===== src/rtl/pci_arbiter_if.sv =====
// Bus-side signals shared by the PCI arbiter and the devices it serves.
// The arbiter uses the master modport. The devices, or a testbench, use the slave modport.
interface pci_arbiter_if #(
    parameter int NDEV = 4
);
    localparam int AW = $clog2(NDEV);

    logic [NDEV-1:0] req_n;
    logic            frame_n;
    logic            irdy_n;
    logic [NDEV-1:0] gnt_n;
    logic [AW-1:0]   owner;
    logic            bus_busy;

    modport master (
        input  req_n, frame_n, irdy_n,
        output gnt_n, owner, bus_busy
    );

    modport slave (
        output req_n, frame_n, irdy_n,
        input  gnt_n, owner, bus_busy
    );
endinterface


===== src/rtl/pci_arbiter.sv =====
// Round-robin PCI bus arbiter with a grant timeout and a bus-turnaround guarantee.
//   state | meaning
//   IDLE  | no grant; pick next requester once FRAME#/IRDY# are both high
//   GRANT | one gnt_n low; wait for FRAME#, a dropped request, or timeout
//   BUSY  | transaction in progress; no grants until the bus goes idle
module pci_arbiter #(
    parameter int NDEV    = 4,
    parameter int TIMEOUT = 16
) (
    input logic          clk,
    input logic          reset,
    pci_arbiter_if.master bus
);
    localparam int AW = $clog2(NDEV);
    localparam int CW = (TIMEOUT > 1) ? $clog2(TIMEOUT) : 1;

    typedef enum logic [1:0] {IDLE, GRANT, BUSY} state_t;

    state_t          state, state_next;
    logic [NDEV-1:0] gnt, gnt_next;
    logic [AW-1:0]   owner, owner_next;
    logic [AW-1:0]   last_owner, last_owner_next;
    logic [CW-1:0]   count, count_next;
    logic            busy, busy_next;

    logic [AW-1:0]   winner;
    logic [AW-1:0]   idx;
    logic            found;
    logic            bus_idle;

    assign bus_idle = bus.frame_n & bus.irdy_n;

    // Search starts just past the previous owner, so that owner has the lowest priority.
    always_comb begin
        winner = '0;
        idx    = '0;
        found  = 1'b0;
        for (int k = 1; k <= NDEV; k++) begin
            idx = AW'((int'(last_owner) + k) % NDEV);
            if (!found && !bus.req_n[idx]) begin
                winner = idx;
                found  = 1'b1;
            end
        end
    end

    always_comb begin
        state_next      = state;
        gnt_next        = gnt;
        owner_next      = owner;
        last_owner_next = last_owner;
        count_next      = count;
        case (state)
            IDLE: begin
                gnt_next   = '1;
                count_next = '0;
                if (found && bus_idle) begin
                    state_next = GRANT;
                    owner_next = winner;
                    gnt_next   = ~(NDEV'(1) << winner);
                end
            end
            GRANT: begin
                if (!bus.frame_n) begin
                    state_next      = BUSY;
                    gnt_next        = '1;
                    last_owner_next = owner;
                    count_next      = '0;
                end else if (bus.req_n[owner]) begin
                    state_next = IDLE;
                    gnt_next   = '1;
                    count_next = '0;
                end else if (count == CW'(TIMEOUT - 1)) begin
                    // The timed-out device drops to the lowest priority.
                    state_next      = IDLE;
                    gnt_next        = '1;
                    last_owner_next = owner;
                    count_next      = '0;
                end else begin
                    count_next = count + 1'b1;
                end
            end
            BUSY: begin
                gnt_next   = '1;
                count_next = '0;
                if (bus_idle) begin
                    state_next = IDLE;
                end
            end
            default: begin
                state_next = IDLE;
                gnt_next   = '1;
                count_next = '0;
            end
        endcase
        busy_next = (state_next == BUSY);
    end

    always_ff @(posedge clk) begin
        if (reset) begin
            state      <= IDLE;
            gnt        <= '1;
            owner      <= '0;
            last_owner <= AW'(NDEV - 1);
            count      <= '0;
            busy       <= 1'b0;
        end else begin
            state      <= state_next;
            gnt        <= gnt_next;
            owner      <= owner_next;
            last_owner <= last_owner_next;
            count      <= count_next;
            busy       <= busy_next;
        end
    end

    assign bus.gnt_n    = gnt;
    assign bus.owner    = owner;
    assign bus.bus_busy = busy;
endmodule


===== src/flat_wrapper.sv =====
// flat-port wrapper written by rule: the top's interface ports become plain ports
module pci_arbiter_flat 
#(
    parameter int NDEV    = 4,
    parameter int TIMEOUT = 16
)
  (clk, reset, bus_req_n, bus_frame_n, bus_irdy_n, bus_gnt_n, bus_owner, bus_bus_busy);
  pci_arbiter_if #(.NDEV(NDEV)) bus_i ();
  input logic clk;
  input logic reset;
  input wire logic [$bits(bus_i.req_n)-1:0] bus_req_n;
  input wire logic [$bits(bus_i.frame_n)-1:0] bus_frame_n;
  input wire logic [$bits(bus_i.irdy_n)-1:0] bus_irdy_n;
  output wire logic [$bits(bus_i.gnt_n)-1:0] bus_gnt_n;
  output wire logic [$bits(bus_i.owner)-1:0] bus_owner;
  output wire logic [$bits(bus_i.bus_busy)-1:0] bus_bus_busy;
  assign bus_i.req_n = bus_req_n;
  assign bus_i.frame_n = bus_frame_n;
  assign bus_i.irdy_n = bus_irdy_n;
  assign bus_gnt_n = bus_i.gnt_n;
  assign bus_owner = bus_i.owner;
  assign bus_bus_busy = bus_i.bus_busy;
  pci_arbiter #(.NDEV(NDEV), .TIMEOUT(TIMEOUT)) u_core (.clk(clk), .reset(reset), .bus(bus_i));
endmodule

===== config.mk =====
export PLATFORM = sky130hd
export DESIGN_NAME = pci_arbiter_flat
export DESIGN_NICKNAME = d
export VERILOG_FILES = /design/src/rtl/pci_arbiter_if.sv /design/src/rtl/pci_arbiter.sv /design/src/flat_wrapper.sv
export SDC_FILE = /design/constraint.sdc
export NUM_CORES = 1
export LEC_CHECK = 0
export BUFFER_PORTS_ARGS = -buffer_cell sky130_fd_sc_hd__buf_2
export CORE_AREA = 4 4 41 43
export DETAILED_ROUTE_END_ITERATION = 7
export DIE_AREA = 0 0 45 47
export PLACE_DENSITY = 0.83
export SLEW_MARGIN = 20
export SYNTH_ARGS = -nofsm -noshare
export SYNTH_HDL_FRONTEND = slang
export SYNTH_SLANG_ARGS = --single-unit

===== constraint.sdc =====
create_clock -name clk -period 5.1 [get_ports clk]
set_input_delay 0.765 -clock clk [delete_from_list [all_inputs] [get_ports clk]]
set_output_delay 0.765 -clock clk [all_outputs]
set_load 0.02 [all_outputs]

* Word-level counts from Yosys, hierarchy flattened
Cells that the tools add are included.
Word-level totals: register bits 15, input port bits 8, output and inout port bits 7, logic and storage cells 73
Cells by class: add/subtract/negate cells 5, order comparisons 5, eq/ne operators 7, shift-type cells 1, multiplexer cells 32, bitwise gates (word level) 4, reduce and logical (&&, ||, !) cells 13
Operators with widths (number):
- 2-to-1 mux 2 bit | 12
- 2-to-1 mux 4 bit | 4
- less-than comparator 2 x 3 -> 1 bit (second input constant) | 5
- binary-select mux 1 bit (select 2 bit) | 5
- 2-to-1 mux 1 bit | 9
- case mux 4 bit (2 select lines) | 1
- case mux 2 bit (3 select lines) | 1
- logical NOT 1 bit | 5
- OR reduction 5 bit | 1
- adder 2 x 1 -> 2 bit (second input constant) | 2
- adder 2 bit (second input constant) | 2
- adder 4 x 1 -> 4 bit (second input constant) | 1
- == test 2 bit (second input constant) | 2
- == test 4 bit (second input constant) | 1
- logical AND 1 bit | 4
- inequality test 4 x 2 -> 1 bit (second input constant) | 1
- inverter 4 bit | 1
- left shift 1 x 2 -> 4 bit (first input constant) | 1
- AND reduction 3 bit | 1
- == test 2 x 1 -> 1 bit (second input constant) | 1
- logical NOT 2 bit | 1
- inequality test 2 x 1 -> 1 bit (second input constant) | 1
- inequality test 2 bit (second input constant) | 1
- inverter 1 bit | 2
- other kinds (2) | 2

* Logic depth before layout (Yosys ltp)
depth after elaboration 16, gate-level depth with buffers 6, mapped depth without buffers 5

* Worst setup path after synthesis
No wires, ideal clock.
path kind in2reg, start point in bus_req_n[3], end point reg u_core.gnt[2], in the netlist u_core.bus.gnt_n[2], setup time 117 ps, data arrival time 1893 ps, data required time 4983 ps, path slack 3090 ps, cell stages on the path 5, buffers on the path 1, cell sequence mux4_2 > nand3b_4 > or2_1 > buf_6 > o22a_1
On the way: cells in the longest elaborated chain, start to end 15, elaborated cells on any way between the ends 34, those cells by class eq/ne (1); shift (1); mux (22); bitwise (1); reduce/logical (9)
Ends and longest elaborated chain:
- start: declaration | line flat_wrapper.sv:11 | input wire logic [$bits(bus_i.req_n)-1:0] bus_req_n;
- binary-select mux 1 bit (select 2 bit) | line pci_arbiter.sv:40 | if (!found && !bus.req_n[idx]) begin
- 2-to-1 mux 1 bit (implied by the code) | line pci_arbiter.sv:40
- logical NOT 1 bit | line pci_arbiter.sv:40
- logical AND 1 bit | line pci_arbiter.sv:40
- 2-to-1 mux 1 bit | line pci_arbiter.sv:40
- logical NOT 1 bit | line pci_arbiter.sv:40
- logical AND 1 bit | line pci_arbiter.sv:40
- 2-to-1 mux 1 bit | line pci_arbiter.sv:40
- logical NOT 1 bit | line pci_arbiter.sv:40
- logical AND 1 bit | line pci_arbiter.sv:40
- 2-to-1 mux 2 bit | line pci_arbiter.sv:40
- left shift 1 x 2 -> 4 bit | line pci_arbiter.sv:60 | gnt_next = ~(NDEV'(1) << winner);
- inverter 4 bit | line pci_arbiter.sv:60
- 2-to-1 mux 4 bit | line pci_arbiter.sv:57 | if (found && bus_idle) begin
- case mux 4 bit (2 select lines) | line pci_arbiter.sv:53 | case (state)
- end signal: assignment | line pci_arbiter.sv:109 | gnt <= gnt_next;
- end: declaration | line pci_arbiter.sv:20 | logic [NDEV-1:0] gnt, gnt_next;
Several ways; a longest one is shown, not always the timed one. The select of a mux whose other input is x is not followed. A chain may end at the register's enable or synchronous reset.

* Worst setup path in the final report
start point in bus_req_n[3], end point reg u_core.gnt[3], in the netlist u_core.bus.gnt_n[3]
The elaborated chain is that of the path after synthesis.

==> summary.md <==
## Yosys
• dfxtp_1, nor2_1, a2bb2oi_1 — main area contributors after synthesis
• 82 — Net Count, Synth
• dfxtp_1, nor2_1, inv_1 — Synth top cells by count
• 0 — number of synthesized flops with an enable pin
• 9.46 sq um — Mapped Avg Cell Area
• 30 — count of unique library cells instantiated by Yosys
• 43.5% — sequential element share of the synthesized area
• 691 sq um — cell area after synthesis
• 43.5% — Synth top area share
• dfxtp_1 — cell accounting for the most synthesized area
• 0% — share of async-settable or async-resettable flops after synthesis
• 15 — Yosys reg bits
• 0 — Syn. warnings
• dfxtp_1 — leading register cell type out of synthesis
• dfxtp_1 — leading cell type by number of instances after synthesis
• 73 — Cells after Synth

## Worst setup path
• mux4_2 — cell with the largest stage delay on the worst path
• 2.12 ns — worst path arrival time
• buf_2, mux4_2, nand3b_4, or2_1, o22a_1 — cells along the critical path
• register — capturing element type of the critical path
• 8 — maximum fanout along the worst path
• 5.28 ns — required time worst endpoint
• 0.48 ns — delay of the slowest cell on the worst path
• input pin to register — path type of the worst setup path
• input pin — nature of the critical path startpoint

## Clock tree
• 0 — Post-CTS Setup Repair Bufs
• 0.09 ns — post-CTS clock slew at the launch and capture registers of the worst setup and hold paths
• built — TritonCTS clock tree
• 0 — post-cts repair resize count
• 0.28 ns — Worst-Skew Late Latency
• 3 — number of buffers added by the clock tree synthesis step
• 1 — total number of H-tree levels
• clkbuf_4 — root cell of the clock tree
• 2 — CTS Buffer Depth
• 0 — hold bufs inserted after CTS
• 15 — clk sink count

## Flow run
• 0 — MaxCap Viol Count

## Route
• 1340 um — wire length reported by the detailed router
• 5.72 — routed via count divided by cell count
• 12.9 um — average detailed-routed wire length per instance
• 9 — number of DRC markers after the initial detailed-route iteration
• 4 — first drt pass iteration count
• 0 — DRC
• 595 — total number of vias
• 0 — count of antenna-violating nets left after detailed routing

## Global routing
• 575 — number of global-route vias before repair
• 0 — total congestion overflow after global routing
• 15.3% — global router's overall resource usage
• 2350 um — wire length of the first global-routing pass
• 0 — antenna violations before repair
• 11 — maximum number of pins on one net before global-route repair

## Placement
• 100 — number of placed instances with taps included
• 0.806 — GP Congestion
• 14 — buffers added on ports
• 1020 um — Detail Placement HPWL
• 757 sq um — dpl cell area

## Timing
• 1.93 ns — fin crit period
• 37.9% — period utilisation layout
• 0 ns — Setup TNS Final
• 0.00117 ns — worst clock skew
• 0.461 ns — WHS
• 0.418 ns — transition time at the pin with the least slew margin
• 71.9% — relative max-transition margin
• 0 — Final Hold Viols
• 517 MHz — Fmax
• false — setup repair after global routing missed its margin
• 0 — final setup violation count
• 0 — Final Slew Violations

## Finish
• 24.7% — share of cells above drive strength 1
• 116 — fill cell instance count of the final layout
• 13.6% — synthesis-to-finish area growth
• 104 — Post-Layout Cell Count
• 785 sq um — summed area of non-filler cells in the final layout
• 99 — net count reported at finish
• 0 — count of inserted antenna diode cells

## Pwr
• 31.1% — power share of the clock group
• 25.9% — Switching Fraction
• 56.4% — Sequential Power Share
• 12.4% — fraction of power consumed by combinational cells
• 0.335 nW — leakage power total
• 0.0566 mW — Net Switching
• 278 nW/um^2 — Power Density
• 0.162 mW — Internal Pwr Total
• 0.218 mW — Final Power
• 0.000197 V — worst ir drop on vdd

## Floorplanning
• 45 um — Horiz. Die Dim
• 53.1% — Initial Utilization
• 15 — number of top-level pins
• 1300 sq um — Core Area
• 47 um — floorplan die height
• 2120 sq um — area enclosed by the die boundary
• 13 — row count

## Status
• finished, final reports clean — status

## Worst hold path
• register to register — class of the most critical hold timing path

state kept, by name (all words and copies together), names as in the netlist:
register / count
u_core.count: 4
u_core.bus.owner: 2
u_core.bus.gnt_n: 4
u_core.state: 2
u_core.last_owner: 2
u_core.bus.bus_busy: 1
metrics by stage:
step                      utilization (%)  setup WS [ns]
after global placement               58.2           2.91
after global routing                 60.3           3.12
after floorplan                         -           3.09
final                                60.3           3.17
after CTS                            60.3           3.17
after detailed placement             58.2           2.86
path summary, 6_finish.rpt:
kind,endpoint,start,slack [ns],cells after the start
max,u_core.bus.gnt_n[3]$_SDFFE_PP1P_,bus_req_n[3],3.17,5
min reg2reg,u_core.count[0]$_SDFF_PP0_,u_core.count[0]$_SDFF_PP0_,0.46,1
max reg2reg,u_core.bus.gnt_n[3]$_SDFFE_PP1P_,u_core.bus.owner[0]$_SDFFE_PP0P_,3.33,4
min,u_core.count[0]$_SDFF_PP0_,u_core.count[0]$_SDFF_PP0_,0.46,1
routing by layer:
metal  vias up  wire length [um]  track usage (%)  share of wire, %
met5         -                 0                0                 0
met4         0                12             7.02              0.89
met3         2                79             3.45               5.9
met2        16               615             25.7                46
met1       282               634             18.7                47
li1        295                 -                -                 -
final cells by class:
cell class	instances	area [sq um]	area share, %
Timing Repair Buffer	14	70.1	8.93
Inverter	6	22.5	2.87
Multi-Input combinational cell	50	345	44.0
Tap cell	15	18.8	2.39
Clock buffer	3	22.5	2.87
Sequential cell	15	300	38.3
Clock inverter	1	5.00	0.638
kinds of logic (layout without fill, tap and decap cells):
group	after synthesis	in the layout	share of synthesized area (%)
AOI/OAI and AO/OA	21	21	20.7
xor gates and xnor gates	2	2	2.54
adders and majority gates	1	1	1.81
buffers and inverters	8	24	6.52
DFF	15	15	43.5
muxes	2	2	4.71
and+or+nand+nor	24	24	20.3
cells in the final DEF, fill, tap and decap left out, types with 2 or more instances in the layout:
cell type / count
a21oi_1: 4
a2bb2oi_1: 3
a31oi_1: 2
buf_2: 14
clkbuf_4: 3
dfxtp_1: 15
inv_1: 6
nand2_1: 2
nand3_1: 3
nor2_1: 9
nor2b_1: 2
nor3_1: 2
o21ai_0: 4
o22a_1: 2
critical path: cells and delay by family:
family,cells,cell delay [ns]
multiplexers,1,0.48
AND/OR/NAND/NOR,2,0.50
AO/OA/AOI/OAI,1,0.23
buffers and inverters,1,0.13
power groups by stage:
stage | sequential, mW | combinational (mW) | clock, mW
2_1_floorplan | 0.128 | 0.0168 | 0
3_3_place_gp | 0.126 | 0.0264 | 0
3_5_place_dp | 0.126 | 0.0271 | 0
4_1_cts | 0.123 | 0.0273 | 0.0699
5_1_grt | 0.124 | 0.0304 | 0.0762
6_report | 0.123 | 0.0272 | 0.0679
(Power assumes the default switching activity.)
